### src/rtl/jt51_cpu_fifo_if.sv
// jt51_cpu_fifo_if: host-side write bus plus MMR drain handshake for jt51_cpu_fifo.
// Host side: cs_n/wr_n/a0/d_in strobes in; busy/level/overflow status out; clr_ovf in.
// MMR side: cen tick and mmr_busy in; mmr_write/mmr_a0/mmr_din request out.
interface jt51_cpu_fifo_if #(
  parameter int AW = 3
);
  logic          cen;
  logic          cs_n;
  logic          wr_n;
  logic          a0;
  logic [7:0]    d_in;
  logic          busy;
  logic [AW:0]   level;
  logic          overflow;
  logic          clr_ovf;
  logic          mmr_write;
  logic          mmr_a0;
  logic [7:0]    mmr_din;
  logic          mmr_busy;

  // The FIFO itself: consumes strobes and cen, produces status and MMR requests.
  modport slave (
    input  cen, cs_n, wr_n, a0, d_in, clr_ovf, mmr_busy,
    output busy, level, overflow, mmr_write, mmr_a0, mmr_din
  );

  // The environment: host plus MMR model.
  modport master (
    output cen, cs_n, wr_n, a0, d_in, clr_ovf, mmr_busy,
    input  busy, level, overflow, mmr_write, mmr_a0, mmr_din
  );
endinterface

### src/rtl/jt51_cpu_fifo.sv
// jt51_cpu_fifo: queues host {a0,data} writes and drains them to the MMR one per
// handshake, with GAP idle cen ticks after each completed write.
// Ports: clk, rst (async, active-high), bus (jt51_cpu_fifo_if.slave).
module jt51_cpu_fifo #(
  parameter int AW     = 3,
  parameter int GAP    = 2,
  parameter int COMPAT = 0
) (
  input  logic              clk,
  input  logic              rst,
  jt51_cpu_fifo_if.slave    bus
);

  localparam int DEPTH = 1 << AW;
  localparam int GW    = (GAP > 1) ? $clog2(GAP + 1) : 1;
  localparam logic [AW:0]   FULL  = {1'b1, {AW{1'b0}}};
  localparam logic [GW-1:0] GAP_N = GW'(GAP);

  typedef enum logic [1:0] {S_IDLE, S_ISSUE, S_WAIT, S_GAP} state_t;

  state_t        state;
  logic [AW:0]   wr_ptr, rd_ptr;
  logic [AW:0]   level;
  logic [8:0]    mem [DEPTH];
  logic          wr, wr_l;
  logic          push_edge, push, pop, full;
  logic          ovf;
  logic          mmr_write_r, mmr_a0_r;
  logic [7:0]    mmr_din_r;
  logic [GW-1:0] gap_cnt;

  assign wr        = ~bus.cs_n & ~bus.wr_n;
  assign push_edge = wr & ~wr_l;
  assign level     = wr_ptr - rd_ptr;
  assign full      = (level == FULL);
  // The head leaves on the ISSUE->WAIT tick; that frees a slot for a
  // same-cycle push even when the FIFO is full.
  assign pop       = bus.cen & (state == S_ISSUE);
  assign push      = push_edge & (~full | pop);

  always_ff @(posedge clk or posedge rst) begin
    if (rst) begin
      wr_l   <= 1'b0;
      wr_ptr <= '0;
      rd_ptr <= '0;
      ovf    <= 1'b0;
    end else begin
      wr_l <= wr;
      if (push) wr_ptr <= wr_ptr + 1'b1;
      if (pop)  rd_ptr <= rd_ptr + 1'b1;
      // A drop wins over a clear arriving in the same cycle.
      if (push_edge & full & ~pop) ovf <= 1'b1;
      else if (bus.clr_ovf)        ovf <= 1'b0;
    end
  end

  // Storage needs no reset: only entries counted by level are ever read.
  always_ff @(posedge clk) begin
    if (push) mem[wr_ptr[AW-1:0]] <= {bus.a0, bus.d_in};
  end

  always_ff @(posedge clk or posedge rst) begin
    if (rst) begin
      state       <= S_IDLE;
      mmr_write_r <= 1'b0;
      mmr_a0_r    <= 1'b0;
      mmr_din_r   <= 8'h00;
      gap_cnt     <= '0;
    end else if (bus.cen) begin
      case (state)
        S_IDLE: begin
          if (level != '0) begin
            {mmr_a0_r, mmr_din_r} <= mem[rd_ptr[AW-1:0]];
            mmr_write_r           <= 1'b1;
            state                 <= S_ISSUE;
          end
        end
        S_ISSUE: begin
          mmr_write_r <= 1'b0;
          state       <= S_WAIT;
        end
        S_WAIT: begin
          if (!bus.mmr_busy) begin
            if (GAP > 0) begin
              gap_cnt <= GAP_N;
              state   <= S_GAP;
            end else begin
              state   <= S_IDLE;
            end
          end
        end
        S_GAP: begin
          // gap_cnt holds the ticks left including this one.
          if (gap_cnt <= GW'(1)) state <= S_IDLE;
          else                   gap_cnt <= gap_cnt - GW'(1);
        end
        default: state <= S_IDLE;
      endcase
    end
  end

  assign bus.busy      = (COMPAT != 0) ? ((level != '0) | (state != S_IDLE)) : full;
  assign bus.level     = level;
  assign bus.overflow  = ovf;
  assign bus.mmr_write = mmr_write_r;
  assign bus.mmr_a0    = mmr_a0_r;
  assign bus.mmr_din   = mmr_din_r;

endmodule

### src/flat_wrapper.sv
// flat-port wrapper written by rule: the top's interface ports become plain ports
module jt51_cpu_fifo_flat 
#(
  parameter int AW     = 3,
  parameter int GAP    = 2,
  parameter int COMPAT = 0
)
  (clk, rst, bus_cen, bus_cs_n, bus_wr_n, bus_a0, bus_d_in, bus_clr_ovf, bus_mmr_busy, bus_busy, bus_level, bus_overflow, bus_mmr_write, bus_mmr_a0, bus_mmr_din);
  jt51_cpu_fifo_if #(.AW(AW)) bus_i ();
  input  logic clk;
  input  logic rst;
  input wire logic [$bits(bus_i.cen)-1:0] bus_cen;
  input wire logic [$bits(bus_i.cs_n)-1:0] bus_cs_n;
  input wire logic [$bits(bus_i.wr_n)-1:0] bus_wr_n;
  input wire logic [$bits(bus_i.a0)-1:0] bus_a0;
  input wire logic [$bits(bus_i.d_in)-1:0] bus_d_in;
  input wire logic [$bits(bus_i.clr_ovf)-1:0] bus_clr_ovf;
  input wire logic [$bits(bus_i.mmr_busy)-1:0] bus_mmr_busy;
  output wire logic [$bits(bus_i.busy)-1:0] bus_busy;
  output wire logic [$bits(bus_i.level)-1:0] bus_level;
  output wire logic [$bits(bus_i.overflow)-1:0] bus_overflow;
  output wire logic [$bits(bus_i.mmr_write)-1:0] bus_mmr_write;
  output wire logic [$bits(bus_i.mmr_a0)-1:0] bus_mmr_a0;
  output wire logic [$bits(bus_i.mmr_din)-1:0] bus_mmr_din;
  assign bus_i.cen = bus_cen;
  assign bus_i.cs_n = bus_cs_n;
  assign bus_i.wr_n = bus_wr_n;
  assign bus_i.a0 = bus_a0;
  assign bus_i.d_in = bus_d_in;
  assign bus_i.clr_ovf = bus_clr_ovf;
  assign bus_i.mmr_busy = bus_mmr_busy;
  assign bus_busy = bus_i.busy;
  assign bus_level = bus_i.level;
  assign bus_overflow = bus_i.overflow;
  assign bus_mmr_write = bus_i.mmr_write;
  assign bus_mmr_a0 = bus_i.mmr_a0;
  assign bus_mmr_din = bus_i.mmr_din;
  jt51_cpu_fifo #(.AW(AW), .GAP(GAP), .COMPAT(COMPAT)) u_core (.clk(clk), .rst(rst), .bus(bus_i));
endmodule
### config.mk
export PLATFORM = sky130hd
export DESIGN_NAME = jt51_cpu_fifo_flat
export DESIGN_NICKNAME = d
export VERILOG_FILES = /design/src/rtl/jt51_cpu_fifo_if.sv /design/src/rtl/jt51_cpu_fifo.sv /design/src/flat_wrapper.sv
export SDC_FILE = /design/constraint.sdc
export NUM_CORES = 1
export LEC_CHECK = 0
export ABC_AREA = 1
export BUFFER_PORTS_ARGS = -buffer_cell sky130_fd_sc_hd__buf_2
export CAP_MARGIN = 25
export CORE_MARGIN = 2
export CORE_UTILIZATION = 29
export CTS_CLUSTER_DIAMETER = 30
export DETAILED_ROUTE_END_ITERATION = 12
export PLACE_DENSITY = 0.55
export SKIP_CTS_REPAIR_TIMING = 1
export SYNTH_ARGS = -nofsm -noshare
export SYNTH_HDL_FRONTEND = slang
export SYNTH_SLANG_ARGS = --single-unit
### constraint.sdc
create_clock -name clk -period 2.4 [get_ports clk]
set_clock_uncertainty 0.15 [all_clocks]
set_input_delay 0.48 -clock clk [delete_from_list [all_inputs] [get_ports clk]]
set_output_delay 0.48 -clock clk [all_outputs]
set_load 0.01 [all_outputs]
==> impl_metrics.py, run 1 <==
metrics = {
    "detailed_routing": {
        "wl_per_cell_um": 15.3,
        "dr.pass1.iters": 4,
        "via_per_inst": 4.54,
        "num_vias": 2993,
        "ant_nets": 0,
        "drc": 0,
        "finalWirelength_um": 10100,
        "detail_route.iter0.violations": 233,
    },
    "yosys": {
        "synth_edf_count": 72,
        "synthXorXnorAreaFrac": 0.0123,
        "synthTopCellsByArea": "edfxtp_1 50%, dfrtp_1 14%, nand2_1 9.2%",
        "synthFlopType": "edfxtp_1",
        "synth.top_cell.area_share": 0.505,
        "synthAdderAreaFrac": 0.0368,
        "synth-simple-area-share": 0.216,
        "syn_avg_cell_area_um2": 10.3,
        "yosysUniqueCellTypes": 28,
        "synth_top_family_by_area": "simple AND/OR/NAND/NOR gates",
        "synth_area_leader_cell": "edfxtp_1",
        "ys_ff_latch": 96,
        "syn_inst": 414,
        "synth_compound_area_frac": 0.0520,
        "muxShareOfSynthArea": 0,
        "synth_nets": 442,
        "yosys_warnings": 0,
        "seq_area_frac_synth": 0.645,
        "syn_area_mm2": 0.00428,
        "synth-async-reset-ratio": 0.250,
    },
    "layout": {
        "drive_gt1_frac": 0.217,
        "syn2layout_area_growth_pct": 24.2,
        "utilization": 0.367,
        "finalNetCount": 499,
        "fin_area_mm2": 0.00532,
        "layout_common_cells": "104 x nand2_1, 75 x nor2_1, 72 x edfxtp_1, 33 x o21ai_0, 30 x buf_2",
        "antennaDiodeCount": 0,
        "final_common_cell": "nand2_1",
    },
    "timing": {
        "hold_ws_ns": 0.0278,
        "fin_crit_ns": 2.64,
        "grt_setup_unrepaired": "true",
        "finalCritPeriodShare": 1.10,
        "worst_slack_ns": -0.242,
        "maxSlewHeadroom": 0.617,
        "worst_pin_slew_ns": 0.572,
        "hold_viol_final": 0,
        "setup_viol": 68,
        "slew_violations": 0,
        "timing.fmax_ghz": 0.379,
    },
    "grt": {
        "grt_usage": 0.127,
        "grt_pass1_wl_um": 15200,
        "grt_overflow": 0,
        "antenna_found_initial": 0,
        "grt_start_max_net_pins": 40,
        "grt_pass1_vias": 2791,
    },
    "pwr": {
        "clock_power_share": 0.225,
        "ir_drop_v": 0.000450,
        "leakagePower_nw": 2.17,
        "p_per_area_mw_per_mm2": 1280,
        "p_int_mw": 4.08,
        "switching_power_mw": 2.70,
        "power_frac_seq": 0.323,
        "p_comb_frac": 0.452,
        "swShare": 0.399,
    },
    "place": {
        "place_ws_ns": 0.0105,
        "place_area_mm2": 0.00478,
        "port_buffers": 31,
        "dp_hpwl_um": 6810,
        "gp_routability_congestion": 0.795,
    },
    "die": {
        "rows": 44,
        "design.core.area_mm2": 0.0145,
        "die-area_mm2": 0.0158,
        "start_util": 0.296,
        "die_h_um": 126,
        "fp.dieW_um": 126,
        "num_io_pins": 32,
    },
    "setup_path": {
        "worst-r2r-setup-slack_ns": -0.12,
        "end_kind": "output port",
        "reg2reg_depth": 10,
        "rr_startpoint": "u_core.wr_ptr[0]",
        "start_kind": "flip-flop",
        "worst_r2r_endpoint": "u_core.mem[6][4]",
        "crit_type": "reg -> out",
        "crit_fanout": 3,
        "critPathRequiredTime_ns": 1.77,
        "cp.arrival_ns": 2.01,
    },
    "clock_tree": {
        "cts_buffers": 9,
        "ctsLongestPathBuffers": 2,
        "clock_latency_ns": 0.34,
        "htree_num_levels": 3,
        "cts_tree": "yes",
        "root_buffer": "clkbuf_16",
        "clkTransAtPathRegs_ns": 0.07,
        "clock_sinks": 96,
    },
    "run_status": {
        "violations": "setup timing",
        "outcome": "complete, but fails checks",
    },
    "worst_hold_path": {
        "hold_path.class": "in -> async",
    },
    "job": {
        "cap_violations": 0,
    },
}
[state kept, by name, indices dropped and copies added, names as in the netlist]
register              count
u_core.rd_ptr             4
u_core.state              2
u_core.wr_ptr             4
u_core.bus.mmr_a0         1
u_core.bus.mmr_din        8
u_core.wr_l               1
u_core.gap_cnt            2
u_core.mem               72
u_core.bus.mmr_write      1
u_core.bus.overflow       1
[cell type report]
| cell class | count | area [um^2] |
|---|---|---|
| Fill cell | 1429 | 9160 |
| Clock inverter | 6 | 91.3 |
| Inverter | 21 | 78.8 |
| Multi-Input combinational cell | 291 | 1580 |
| Sequential cell | 96 | 2760 |
| Timing Repair Buffer | 52 | 348 |
| Tap cell | 184 | 230 |
| Clock buffer | 9 | 225 |
[synthesized netlist by cell type (all sizes together) (2+ instances only)]
master / instances
edfxtp: 72
inv: 20
nor2: 84
nand3: 24
dfrtp: 24
clkbuf: 6
xor2: 6
nand2: 109
ha: 11
o21ai: 40
buf: 8
a21oi: 3
or2: 2
[cell families after synthesis]
family / count (synthesis)
compound gates: 44
xor+xnor: 6
fa+ha+maj: 12
buf+inv: 35
flops: 96
simple gates: 221
[worst max-delay path by stage]
stage	from	to	slack, ns	depth (start not counted)
after floorplan	u_core.wr_ptr[0]	u_core.mem[2][0]	-0.02	9
after global placement	u_core.wr_ptr[0]	u_core.mem[4][3]	0.05	9
after detailed placement	u_core.wr_ptr[0]	u_core.mem[2][3]	0.01	9
after CTS	u_core.rd_ptr[0]	bus_busy	-0.31	8
after global routing	u_core.wr_ptr[0]	bus_busy	-0.31	9
final	u_core.rd_ptr[0]	bus_busy	-0.24	8
[worst max-delay path, stage by stage, from the launching register on]
cell,delay [ns]
dfrtp_1,0.41
ha_4,0.17
inv_2,0.05
fa_2,0.43
or2_4,0.25
nor2_4,0.14
nand2_2,0.06
inv_2,0.06
buf_6,0.09
[per-layer routing]
layer | share of wire | vias up | track usage
li1 | - | 1498 | -
met1 | 0.45 | 1394 | 0.174
met2 | 0.48 | 80 | 0.193
met3 | 0.051 | 21 | 0.0312
met4 | 0.026 | 0 | 0.0529
met5 | 0 | - | 0
[per-stage QoR]
stage               std cells  power (mW)  setup TNS [ns]
finish                    659        6.78           -5.52
global route              659        7.24          -10.09
CTS                       642        6.55          -0.355
detailed placement        627        5.02               0
global placement          627        4.98               0
floorplan                 414        4.21          -0.278
[power by group through the flow]
stage,logic [mW],registers [mW],clock network [mW]
detailed placement,2.80,2.22,0
finish,3.07,2.19,1.53
global route,3.39,2.22,1.63
global placement,2.77,2.21,0
CTS,2.81,2.19,1.55
floorplan,1.95,2.25,0
No activity file was read; power rests on OpenSTA's default activity.
==> inputs of run 2 (changes only) <==
- CORE_ASPECT_RATIO: not set -> 1.5
- CORE_UTILIZATION: 29 -> 35
- PLACE_DENSITY: 0.55 -> 0.62
==> run 2 against run 1 <==
The run still ends with setup timing left. Total power rose by 0.65%. Sequential cell count unchanged. Non-clock buffer count down 3. Design area is 0.66% lower. Setup slack gained 0.027 ns. Final cell count shrank 4.7%. Routed wire length up 1.9%. Largest cell class unchanged.
==> impl_metrics.py, run 2 (synthesized netlist as in run 1, its figures left out) <==
metrics = {
    "setup_path": {
        "crit_type": "reg -> out",
        "worst_r2r_endpoint": "u_core.mem[6][7]",
        "path_cells": "ha_4 -> inv_4 -> fa_2 -> or2_4 -> nor2_4 -> nand2_1 -> inv_2 -> buf_6",
        "critPathRequiredTime_ns": 1.77,
        "worstSetupStartpoint": "u_core.rd_ptr[0]",
        "start_kind": "flip-flop",
        "worst_path_max_delay_cell": "fa_2",
        "critPathMaxStageDelay_ns": 0.43,
        "cp_top_family": "adder cells",
        "rr_startpoint": "u_core.wr_ptr[0]",
        "end_kind": "output port",
        "worst-r2r-setup-slack_ns": -0.17,
        "crit_fanout": 3,
        "cp.arrival_ns": 1.99,
        "crit_buf_inv": 3,
        "reg2reg_depth": 10,
    },
    "timing": {
        "setup_viol": 69,
        "maxSlewHeadroom": 0.451,
        "worst_pin_slew_ns": 0.822,
        "fin_tns_setup_ns": -7.22,
        "fin_crit_ns": 2.62,
        "slew_violations": 0,
        "timing.fmax_ghz": 0.382,
        "finalCritPeriodShare": 1.09,
        "worst_slack_ns": -0.215,
        "hold_viol_final": 0,
        "grt_setup_unrepaired": "true",
    },
    "grt": {
        "use_met3": 0.0222,
        "grt_usage": 0.155,
        "grt-busiest-layer": "met2",
        "grt_pass1_wl_um": 15200,
        "grt_start_max_net_pins": 40,
        "use_met2": 0.274,
        "grt_pass1_vias": 2963,
        "grt_overflow": 0,
        "antenna_found_initial": 0,
        "met1_usage": 0.175,
    },
    "detailed_routing": {
        "drc": 0,
        "dr.pass1.iters": 4,
        "wl_per_cell_um": 16.4,
        "ant_nets": 0,
        "via_per_inst": 4.89,
        "finalWirelength_um": 10300,
        "num_vias": 3069,
        "detail_route.iter0.violations": 197,
    },
    "die": {
        "die-area_mm2": 0.0132,
        "start_util": 0.358,
        "die_h_um": 139,
        "num_io_pins": 32,
        "rows": 49,
        "fp.dieW_um": 94.3,
        "design.core.area_mm2": 0.0120,
    },
    "clock_tree": {
        "ctsLongestPathBuffers": 2,
        "clock_latency_ns": 0.33,
        "clkTransAtPathRegs_ns": 0.06,
        "root_buffer": "clkbuf_16",
        "clock_sinks": 96,
        "cts_buffers": 9,
        "cts_tree": "yes",
        "htree_num_levels": 3,
    },
    "layout": {
        "syn2layout_area_growth_pct": 23.4,
        "final_common_cell": "nand2_1",
        "drive_gt1_frac": 0.211,
        "finalNetCount": 498,
        "antennaDiodeCount": 0,
        "largest_reg_flops": 72,
        "layout_common_cells": "104 x nand2_1, 75 x nor2_1, 72 x edfxtp_1, 33 x o21ai_0, 30 x buf_2",
    },
    "worst_hold_path": {
        "hold_path.class": "in -> async",
    },
    "job": {
        "cap_violations": 0,
    },
    "pwr": {
        "ir_drop_v": 0.000432,
        "leakagePower_nw": 2.15,
        "p_per_area_mw_per_mm2": 1290,
    },
    "place": {
        "dp_hpwl_um": 7240,
        "port_buffers": 31,
        "place_ws_ns": 0.0201,
        "gp_routability_congestion": 0.917,
    },
    "run_status": {
        "outcome": "complete, but fails checks",
        "violations": "setup timing",
    },
}
run 2: worst reg2reg max path, stage by stage (launching register included):
cell,delay [ns]
dfrtp_1,0.39
inv_2,0.08
ha_4,0.13
inv_4,0.03
fa_2,0.53
or2_4,0.12
nor2_4,0.04
buf_4,0.13
nand3_4,0.17
nand3_4,0.23
nor2_4,0.26
run 2: layer usage:
metal	share of wire	routed length, um
met1	0.38	3880
met2	0.55	5630
met3	0.031	322
met4	0.046	473
met5	0	0
run 2: worst max-delay path by stage:
| stage | slack [ns] | cells past startpoint | to |
|---|---|---|---|
| floorplan | -0.02 | 9 | u_core.mem[2][0] |
| CTS | -0.29 | 8 | bus_busy |
| finish | -0.22 | 8 | bus_busy |
| detailed placement | 0.02 | 9 | u_core.mem[4][5] |
| global route | -0.31 | 9 | bus_busy |
| global placement | 0.08 | 9 | u_core.mem[4][5] |
run 2: area by class of cell:
class / instances / area (um^2)
clock buffer: 9 / 225
inverter: 21 / 81.3
timing repair buffer: 49 / 313
fill: 1115 / 6670
tap: 153 / 191
multi-input combinational: 293 / 1620
clock inverter: 7 / 85.1
sequential: 96 / 2760
run 2: metrics by stage:
stage                     instance area [um^2]  power, mW   util  hold slack, ns  cells
after floorplan                           4390       4.21      -           0.336    414
after global placement                    4740       4.97  0.397           0.309    596
after detailed placement                  4740       5.03  0.397           0.310    596
after CTS                                 5050       6.53  0.423          0.0353    612
after global routing                      5280       7.31  0.442          0.0778    628
final                                     5280       6.83  0.442          0.0260    628
run 2: power by group:
group	internal (mW)	total, mW	switching, mW	leakage, nW
logic	1.15	3.17	2.02	1.06
registers	2.05	2.18	0.138	0.946
clock network	0.904	1.47	0.571	0.152
